===== config.mk =====
export PLATFORM = sky130hd
export DESIGN_NAME = mouse_mem_flat
export DESIGN_NICKNAME = d
export VERILOG_FILES = /design/src/rtl/mouse_mem_if.sv /design/src/rtl/mouse_mem.sv /design/src/flat_wrapper.sv
export SDC_FILE = /design/constraint.sdc
export NUM_CORES = 1
export LEC_CHECK = 0
export CORE_ASPECT_RATIO = 0.7
export CORE_MARGIN = 8
export CORE_UTILIZATION = 55
export CTS_CLUSTER_SIZE = 14
export DETAILED_ROUTE_END_ITERATION = 8
export PLACE_DENSITY = 0.79
export SYNTH_ARGS = -nofsm -noshare
export SYNTH_HDL_FRONTEND = slang
export SYNTH_SLANG_ARGS = --single-unit

===== constraint.sdc =====
create_clock -name clk -period 4.3 [get_ports clk]
set_clock_uncertainty 0.1 [all_clocks]
set_input_delay 0.86 -clock clk [delete_from_list [all_inputs] [get_ports clk]]
set_output_delay 0.86 -clock clk [all_outputs]
set_load 0.01 [all_outputs]

===== src/rtl/mouse_mem_if.sv =====
// CPU-side bus bundle for the mouse_mem peripheral: select, strobes and data.
interface mouse_mem_if;
  logic        mouse_mem_enable;
  logic        we;
  logic        re;
  logic [31:0] wd;
  logic [31:0] rd;

  modport master (output mouse_mem_enable, we, re, wd, input rd);
  modport slave  (input mouse_mem_enable, we, re, wd, output rd);
endinterface


===== src/rtl/mouse_mem.sv =====
// Memory-mapped PS/2 mouse: frame receiver, 3-byte packet assembly, clamped
// cursor accumulation and a registered read port with read-to-clear update flag.
// Optional macro MOUSE_MEM_IRQ_EN adds an irq output that mirrors the update flag.
//
// Receiver states:
//   state     | meaning
//   RX_IDLE   | waiting for a start bit (data low on a falling ps2 clock edge)
//   RX_DATA   | shifting in 8 data bits, LSB first
//   RX_PARITY | capturing the odd-parity bit
//   RX_STOP   | checking stop bit and parity, then emitting or dropping the byte
module mouse_mem #(
  parameter int SCREEN_W       = 640,
  parameter int SCREEN_H       = 480,
  parameter int TIMEOUT_CYCLES = 50000
) (
  input  logic           clk,
  input  logic           rst,
  input  logic           ps2_clk,
  input  logic           ps2_data,
  mouse_mem_if.slave     bus
`ifdef MOUSE_MEM_IRQ_EN
  ,
  output logic           irq
`endif
);

  localparam int          TW        = $clog2(TIMEOUT_CYCLES + 1);
  localparam logic [TW-1:0] TO_RELOAD = TW'(TIMEOUT_CYCLES - 1);
  localparam logic [11:0] X_MAX     = 12'(SCREEN_W - 1);
  localparam logic [11:0] Y_MAX     = 12'(SCREEN_H - 1);
  localparam logic [9:0]  X_RST     = 10'(SCREEN_W / 2);
  localparam logic [8:0]  Y_RST     = 9'(SCREEN_H / 2);

  typedef enum logic [1:0] {RX_IDLE, RX_DATA, RX_PARITY, RX_STOP} rx_state_t;

  logic [1:0]    clk_sync, data_sync;
  logic          clk_prev, fall;
  rx_state_t     rx_state;
  logic [2:0]    bit_cnt;
  logic [7:0]    shift_q, rx_byte;
  logic          par_q, byte_valid, byte_err;
  logic [TW-1:0] to_cnt;
  logic [1:0]    pkt_idx;
  logic [7:0]    b0_q, b1_q;
  logic [9:0]    x_q, x_pkt, x_wr;
  logic [8:0]    y_q, y_pkt, y_wr;
  logic [2:0]    btn_q;
  logic          upd_q;
  logic [31:0]   rd_q;
  logic [11:0]   x_sum, y_sum;
  logic          rd_sel, wr_sel, commit;
  logic          unused_bits;

  function automatic logic [11:0] clamp12(input logic [11:0] v, input logic [11:0] hi);
    if (v[11])       return 12'd0;
    else if (v > hi) return hi;
    else             return v;
  endfunction

  assign fall   = clk_prev & ~clk_sync[1];
  assign rd_sel = bus.mouse_mem_enable & bus.re;
  assign wr_sel = bus.mouse_mem_enable & bus.we;
  assign commit = byte_valid && (pkt_idx == 2'd2);

  // Signed 12-bit movement; Y is subtracted because screen Y grows downward.
  assign x_sum = {2'b00, x_q} + {{4{b0_q[4]}}, b1_q};
  assign y_sum = {3'b000, y_q} - {{4{b0_q[5]}}, rx_byte};
  assign x_pkt = b0_q[6] ? x_q : 10'(clamp12(x_sum, X_MAX));
  assign y_pkt = b0_q[7] ? y_q : 9'(clamp12(y_sum, Y_MAX));
  assign x_wr  = (bus.wd[25:16] > 10'(X_MAX)) ? 10'(X_MAX) : bus.wd[25:16];
  assign y_wr  = (bus.wd[8:0] > 9'(Y_MAX)) ? 9'(Y_MAX) : bus.wd[8:0];

  assign bus.rd      = rd_q;
  assign unused_bits = ^{bus.wd[31:26], bus.wd[15:9], b0_q[3]};

`ifdef MOUSE_MEM_IRQ_EN
  assign irq = upd_q;
`endif

  // Two-flop synchronisers for the pad signals plus edge-detect history.
  always_ff @(posedge clk or posedge rst) begin
    if (rst) begin
      clk_sync  <= 2'b11;
      data_sync <= 2'b11;
      clk_prev  <= 1'b1;
    end else begin
      clk_sync  <= {clk_sync[0], ps2_clk};
      data_sync <= {data_sync[0], ps2_data};
      clk_prev  <= clk_sync[1];
    end
  end

  // Frame receiver with inactivity timeout; emits one-cycle valid/error pulses.
  always_ff @(posedge clk or posedge rst) begin
    if (rst) begin
      rx_state   <= RX_IDLE;
      bit_cnt    <= '0;
      shift_q    <= '0;
      par_q      <= 1'b0;
      rx_byte    <= '0;
      byte_valid <= 1'b0;
      byte_err   <= 1'b0;
      to_cnt     <= TO_RELOAD;
    end else begin
      byte_valid <= 1'b0;
      byte_err   <= 1'b0;
      if (fall)               to_cnt <= TO_RELOAD;
      else if (to_cnt != '0)  to_cnt <= to_cnt - 1'b1;

      if (rx_state != RX_IDLE && !fall && to_cnt == '0) begin
        rx_state <= RX_IDLE;
        byte_err <= 1'b1;
      end else if (fall) begin
        unique case (rx_state)
          RX_IDLE: begin
            if (!data_sync[1]) begin
              rx_state <= RX_DATA;
              bit_cnt  <= '0;
            end
          end
          RX_DATA: begin
            shift_q <= {data_sync[1], shift_q[7:1]};
            bit_cnt <= bit_cnt + 3'd1;
            if (bit_cnt == 3'd7) rx_state <= RX_PARITY;
          end
          RX_PARITY: begin
            par_q    <= data_sync[1];
            rx_state <= RX_STOP;
          end
          RX_STOP: begin
            if (data_sync[1] && (^{shift_q, par_q})) begin
              byte_valid <= 1'b1;
              rx_byte    <= shift_q;
            end else begin
              byte_err <= 1'b1;
            end
            rx_state <= RX_IDLE;
          end
          default: rx_state <= RX_IDLE;
        endcase
      end
    end
  end

  // Packet assembly; a header byte must have bit3 set to resynchronise.
  always_ff @(posedge clk or posedge rst) begin
    if (rst) begin
      pkt_idx <= 2'd0;
      b0_q    <= '0;
      b1_q    <= '0;
    end else if (byte_err) begin
      pkt_idx <= 2'd0;
    end else if (byte_valid) begin
      unique case (pkt_idx)
        2'd0: if (rx_byte[3]) begin
          b0_q    <= rx_byte;
          pkt_idx <= 2'd1;
        end
        2'd1: begin
          b1_q    <= rx_byte;
          pkt_idx <= 2'd2;
        end
        default: pkt_idx <= 2'd0;
      endcase
    end
  end

  // Cursor state and read port; commit beats read-clear, CPU write beats commit on x/y.
  always_ff @(posedge clk or posedge rst) begin
    if (rst) begin
      x_q   <= X_RST;
      y_q   <= Y_RST;
      btn_q <= '0;
      upd_q <= 1'b0;
      rd_q  <= '0;
    end else begin
      if (rd_sel) rd_q <= {upd_q, btn_q, 2'b00, x_q, 7'd0, y_q};

      if (commit) begin
        btn_q <= b0_q[2:0];
        upd_q <= 1'b1;
      end else if (rd_sel) begin
        upd_q <= 1'b0;
      end

      if (wr_sel) begin
        x_q <= x_wr;
        y_q <= y_wr;
      end else if (commit) begin
        x_q <= x_pkt;
        y_q <= y_pkt;
      end
    end
  end

endmodule

===== src/flat_wrapper.sv =====
// flat-port wrapper written by rule: the top's interface ports become plain ports
module mouse_mem_flat 
#(
  parameter int SCREEN_W       = 640,
  parameter int SCREEN_H       = 480,
  parameter int TIMEOUT_CYCLES = 50000
)
  (clk, rst, ps2_clk, ps2_data, bus_mouse_mem_enable, bus_we, bus_re, bus_wd, bus_rd);
  mouse_mem_if bus_i ();
  input  logic clk;
  input  logic rst;
  input  logic ps2_clk;
  input  logic ps2_data;
  input wire logic [$bits(bus_i.mouse_mem_enable)-1:0] bus_mouse_mem_enable;
  input wire logic [$bits(bus_i.we)-1:0] bus_we;
  input wire logic [$bits(bus_i.re)-1:0] bus_re;
  input wire logic [$bits(bus_i.wd)-1:0] bus_wd;
  output wire logic [$bits(bus_i.rd)-1:0] bus_rd;
  assign bus_i.mouse_mem_enable = bus_mouse_mem_enable;
  assign bus_i.we = bus_we;
  assign bus_i.re = bus_re;
  assign bus_i.wd = bus_wd;
  assign bus_rd = bus_i.rd;
  mouse_mem #(.SCREEN_W(SCREEN_W), .SCREEN_H(SCREEN_H), .TIMEOUT_CYCLES(TIMEOUT_CYCLES)) u_core (.clk(clk), .rst(rst), .ps2_clk(ps2_clk), .ps2_data(ps2_data), .bus(bus_i));
endmodule

; ---- After elaboration in Yosys (flattened, before gate mapping)
; Index checks and enable logic that the tools add are counted.
[word_totals]
ff_bits = 109
inputBits = 39
output_inout_bits = 32
[op_classes]
add_sub_neg = 4
order_cmp = 4
eq_ne = 12
n_mux = 35
bitwise_logic = 6
reduce_logical = 27
[ops]
columns = operator, n
row1 = 2-to-1 mux 10 bit, 6
row2 = 2-to-1 mux 9 bit, 6
row3 = 2-to-1 mux 16 bit, 2
row4 = logical NOT 16 bit, 1
row5 = nonzero test 16 bit, 1
row6 = "subtractor 16 x 1 -> 16 bit, second input constant", 1
row7 = 2-to-1 mux 2 bit, 7
row8 = nonzero test 2 bit, 7
row9 = adder 11 x 9 -> 12 bit, 1
row10 = "greater-than comparator 12 x 10 -> 1 bit, second input constant", 1
row11 = "greater-than comparator 12 x 9 -> 1 bit, second input constant", 1
row12 = AND reduction 3 bit, 4
row13 = AND reduction 4 bit, 3
row14 = subtractor 10 x 9 -> 11 bit, 1
row15 = "greater-than comparator 10 bit, second input constant", 1
row16 = 2-to-1 mux 1 bit, 10
row17 = "greater-than comparator 9 bit, second input constant", 1
row18 = parity 9 bit, 1
row19 = one-hot mux 2 bit (4 select lines), 1
row20 = "== test 2 bit, second input constant", 3
row21 = "!= test 2 bit, second input constant", 3
row22 = "!= test 3 x 1 -> 1 bit, second input constant", 2
row23 = one-hot mux 3 bit (2 select lines), 1
row24 = AND reduction 2 bit, 3
row25 = 11 further kinds, 20

; ---- Depth between registers and ports, before layout
[logic_depth]
ltp_word = 7
mapped_depth = 11

; ---- Worst setup path before layout
; OpenSTA, ideal clock, no wires.
[synth_timing]
path_kind = flip-flop to flip-flop
start = reg u_core.y_q[0]
end = reg u_core.y_q[5]
setup_time_ps = 60
arrival_time_ps = 2540
setup_slack_ps = 1600
stages_incl_launch_ff = 12
synth_period_minus_slack_ps = 2700
cell_sequence = dfrtp_1 -> inv_1 -> ha_1 -> inv_1 -> fa_1 -> a211oi_1 -> o21bai_1 -> o221ai_1 -> and3_1 -> a221o_1 -> a21boi_0 -> a31o_2
[synth_via]
elab_chain_cells = 7
[synth_rtl]
columns = element, line
row1 = start: declaration, mouse_mem.sv:46  ; logic [8:0] y_q, y_pkt, y_wr;
row2 = start signal: assignment, mouse_mem.sv:188  ; y_q <= y_wr;
row3 = start signal: assignment, mouse_mem.sv:191  ; y_q <= y_pkt;
row4 = subtractor 10 x 9 -> 11 bit *, mouse_mem.sv:67  ; assign y_sum = {3'b000, y_q} - {{4{b0_q[5]}}, rx_byte};
row5 = greater-than comparator 12 x 9 -> 1 bit, mouse_mem.sv:56  ; else if (v > hi) return hi;
row6 = 2-to-1 mux 9 bit, mouse_mem.sv:56
row7 = 2-to-1 mux 9 bit *, mouse_mem.sv:55  ; if (v[11]) return 12'd0;
row8 = 2-to-1 mux 9 bit *, mouse_mem.sv:69  ; assign y_pkt = b0_q[7] ? y_q : 9'(clamp12(y_sum, Y_MAX));
row9 = 2-to-1 mux 9 bit *, mouse_mem.sv:189  ; end else if (commit) begin
row10 = 2-to-1 mux 9 bit *, mouse_mem.sv:186  ; if (wr_sel) begin
; Mark *: on every way between the ends. The rest lies on a longest branch, timed or not. The select of a mux whose other input is x is not followed.
; A chain may end at the register's enable or synchronous reset.

; ---- Worst setup path after layout
[layout_timing]
start = reg u_core.y_q[0]
end = reg u_core.y_q[1]
; Same word-level chain as after synthesis.

==> flow_metrics.tcl <==
set metrics [dict create \
    status "complete, no violations" \
    fmax_mhz 294 \
    post_cts_buffers 0 \
    clkSlewWorstSetupHoldPaths_ns 0.07 \
    firstDrtPassIters 5 \
    drcViolationCount 0 \
    yosysMostFrequentCell "dfrtp_1" \
    synth_edf_count 0 \
    grt_max_degree 66 \
    via_count 4165 \
    overflow 0 \
    ys.flop_type "dfrtp_1" \
    routabilityCongestion 0.953 \
    period_share_pct 79.0 \
    tightest_slew_ns 1.16 \
    p_per_area_mw_per_mm2 475 \
    r2r_slack_ns 0.90 \
    grt_pass1_vias 4036 \
    cts_root_buf "clkbuf_16" \
    critical_path_arrival_ns 3.51 \
    dp_hpwl_mm 9.16 \
    drt.antenna.violating_nets 0 \
    fillCellCount 795 \
    hold_buffers 0 \
    start_kind "flip-flop" \
    cts_tree "done" \
    track_usage_pct 18.5 \
    cts_resized 0 \
    fin_setup_tns_ns 0 \
    syn-mean-instance-area_um2 10.7 \
    cap_violations 0 \
    critical_path_class "reg -> reg" \
    synth_top_area_cell "dfrtp_1" \
    grt_antenna_before_repair 0 \
    whs_ns 0.259 \
    path_max_fanout 6 \
    numCtsBuffers 9 \
    synth_area_leaders "dfrtp_1, mux2_2, dfstp_2" \
    vias_per_cell 5.84 \
    rows 31 \
    htreeDepth 3 \
    area_growth_pct 15.5 \
    die_x_um 137 \
    yosys-top-cells-count "dfrtp_1, mux2_2, nor2_1" \
    ys_warn_count 0 \
    slew_headroom_pct 22.4 \
    syn_area_mm2 0.00565 \
    setup_viol 0 \
    hold_violations 0 \
    synth_top_area_share_pct 39.0 \
    post-route-util_pct 64.2 \
    synth-async-reset-ratio_pct 100 \
    synth-seq-cells 108 \
    routed_wl_mm 12.4 \
    max-vdd-ir-drop_uv 312 \
    leakage_uw 0.00293 \
    post_drt_wl_per_cell_um 17.4 \
    die_area_mm2 0.0138 \
    end_kind "flip-flop" \
    synth_cell_types 62 \
    diodes 0 \
    numPortBuffers 48 \
    clockBufferDepth 2 \
    rsz0062_at_grt "no" \
    synthCells 526 \
    clkLatencyLatePin_ns 0.35 \
    layout-drive-gt1-share_pct 16.5 \
    drtIter0Drc 324 \
    drv_slew 0 \
    core-area_mm2 0.0102 \
    grt_pass1_wl_mm 20.1 \
    nNetsFinal 645 \
    min_path_type "reg -> reg" \
    initial_core_util_pct 55.6 \
    critical_path_required_ns 4.41 \
    period_needed_ns 3.40 \
    ios 71 \
    ys_seq_area_share_pct 48.3 \
    clock_sinks 108 \
    die_y_um 101 \
]
-- cell type report --
type                       instances  area (um2)  share of cell area [%]
clock inverter                     4        32.5                   0.499
multi-input combinational        381        2750                    42.1
tap                              132         165                    2.53
sequential                       108        2730                    41.8
clock buffer                      12         246                    3.78
timing repair buffer              49         500                    7.67
inverter                          27         104                    1.59
-- placed cells by master, fill, tap and decap left out, types with 3 or more instances in the layout --
cell,Yosys,layout
dfrtp_1,88,88
mux2_2,49,49
clkdlybuf4s50_1,0,48
nor2_1,46,46
nand2_1,39,39
o21ai_0,39,39
ha_1,28,28
inv_1,27,26
xnor2_1,25,25
a21oi_1,22,22
dfstp_2,20,20
nor3_1,14,14
a221oi_1,9,9
conb_1,1,9
clkbuf_16,0,9
o21a_1,8,8
a21o_1,7,7
xor2_1,5,5
a221o_1,5,5
nor2b_1,5,5
nand3_1,5,5
o211ai_1,4,4
nand2b_1,4,4
and2_1,4,4
nor4_1,3,3
-- worst max-delay path: stages, from the launching register on --
cell and delay (ns):
dfrtp_1 0.38, inv_1 0.12, ha_1 0.19, inv_1 0.06, fa_1 0.41, a211oi_1 0.32, o21bai_1 0.19, o221ai_1 0.28
and3_1 0.26, a221o_1 0.24, a21boi_0 0.55, o21ai_0 0.16
-- kinds of logic after synthesis --
group | share of synthesized area, %
fa+ha+maj | 6.91
compound gates | 14.4
mux | 9.94
other cells | 0.0664
buf+inv | 3.61
simple gates | 12.1
flops | 48.3
xor+xnor | 4.65
-- metrics by stage --
| stage | setup WS (ns) | power, uW | std cells | area (um2) |
|---|---|---|---|---|
| floorplan | 0.528 | 2030 | 534 | 5680 |
| global placement | 1.15 | 2270 | 697 | 6240 |
| detailed placement | 1.01 | 2320 | 697 | 6240 |
| CTS | 1.02 | 3120 | 713 | 6520 |
| global route | 0.734 | 3280 | 713 | 6520 |
| finish | 0.902 | 3100 | 713 | 6520 |
-- state kept, by name, summed over array words and instances, names as in the netlist, 2 cells and up --
name and flops:
u_core.b0_q 7, u_core.b1_q 8, u_core.bit_cnt 3, u_core.btn_q 3
u_core.bus.rd 23, u_core.clk_sync 2, u_core.data_sync 2, u_core.pkt_idx 2
u_core.rx_byte 8, u_core.rx_state 2, u_core.shift_q 8, u_core.to_cnt 16
u_core.x_q 10, u_core.y_q 9
-- path summary, 6_finish.rpt --
check | start | end | cells after the start
max in group asynchronous | rst | u_core.y_q[5] | 3
min in group asynchronous | rst | u_core.bus.rd[21] | 2
max | u_core.y_q[0] | u_core.y_q[1] | 11
max reg2reg | u_core.y_q[0] | u_core.y_q[1] | 11
min reg2reg | u_core.data_sync[0] | u_core.data_sync[1] | 0
min | u_core.data_sync[0] | u_core.data_sync[1] | 0
-- power by group --
part / switching [uW] / internal [uW] / total, uW / leakage, uW
sequential: 149 / 1200 / 1350 / 0.00137
combinational: 489 / 479 / 967 / 0.00144
clock: 372 / 414 / 786 / 0.000130
-- per-layer routing --
| metal | up-vias | track usage, % | wire (um) |
|---|---|---|---|
| met4 | 0 | 6.16 | 165 |
| li1 | 1970 | - | - |
| met2 | 131 | 27.7 | 5450 |
| met1 | 2049 | 25.9 | 5970 |
| met5 | - | 0 | 0 |
| met3 | 15 | 4.18 | 807 |
Power figures use the tool's default switching activity.
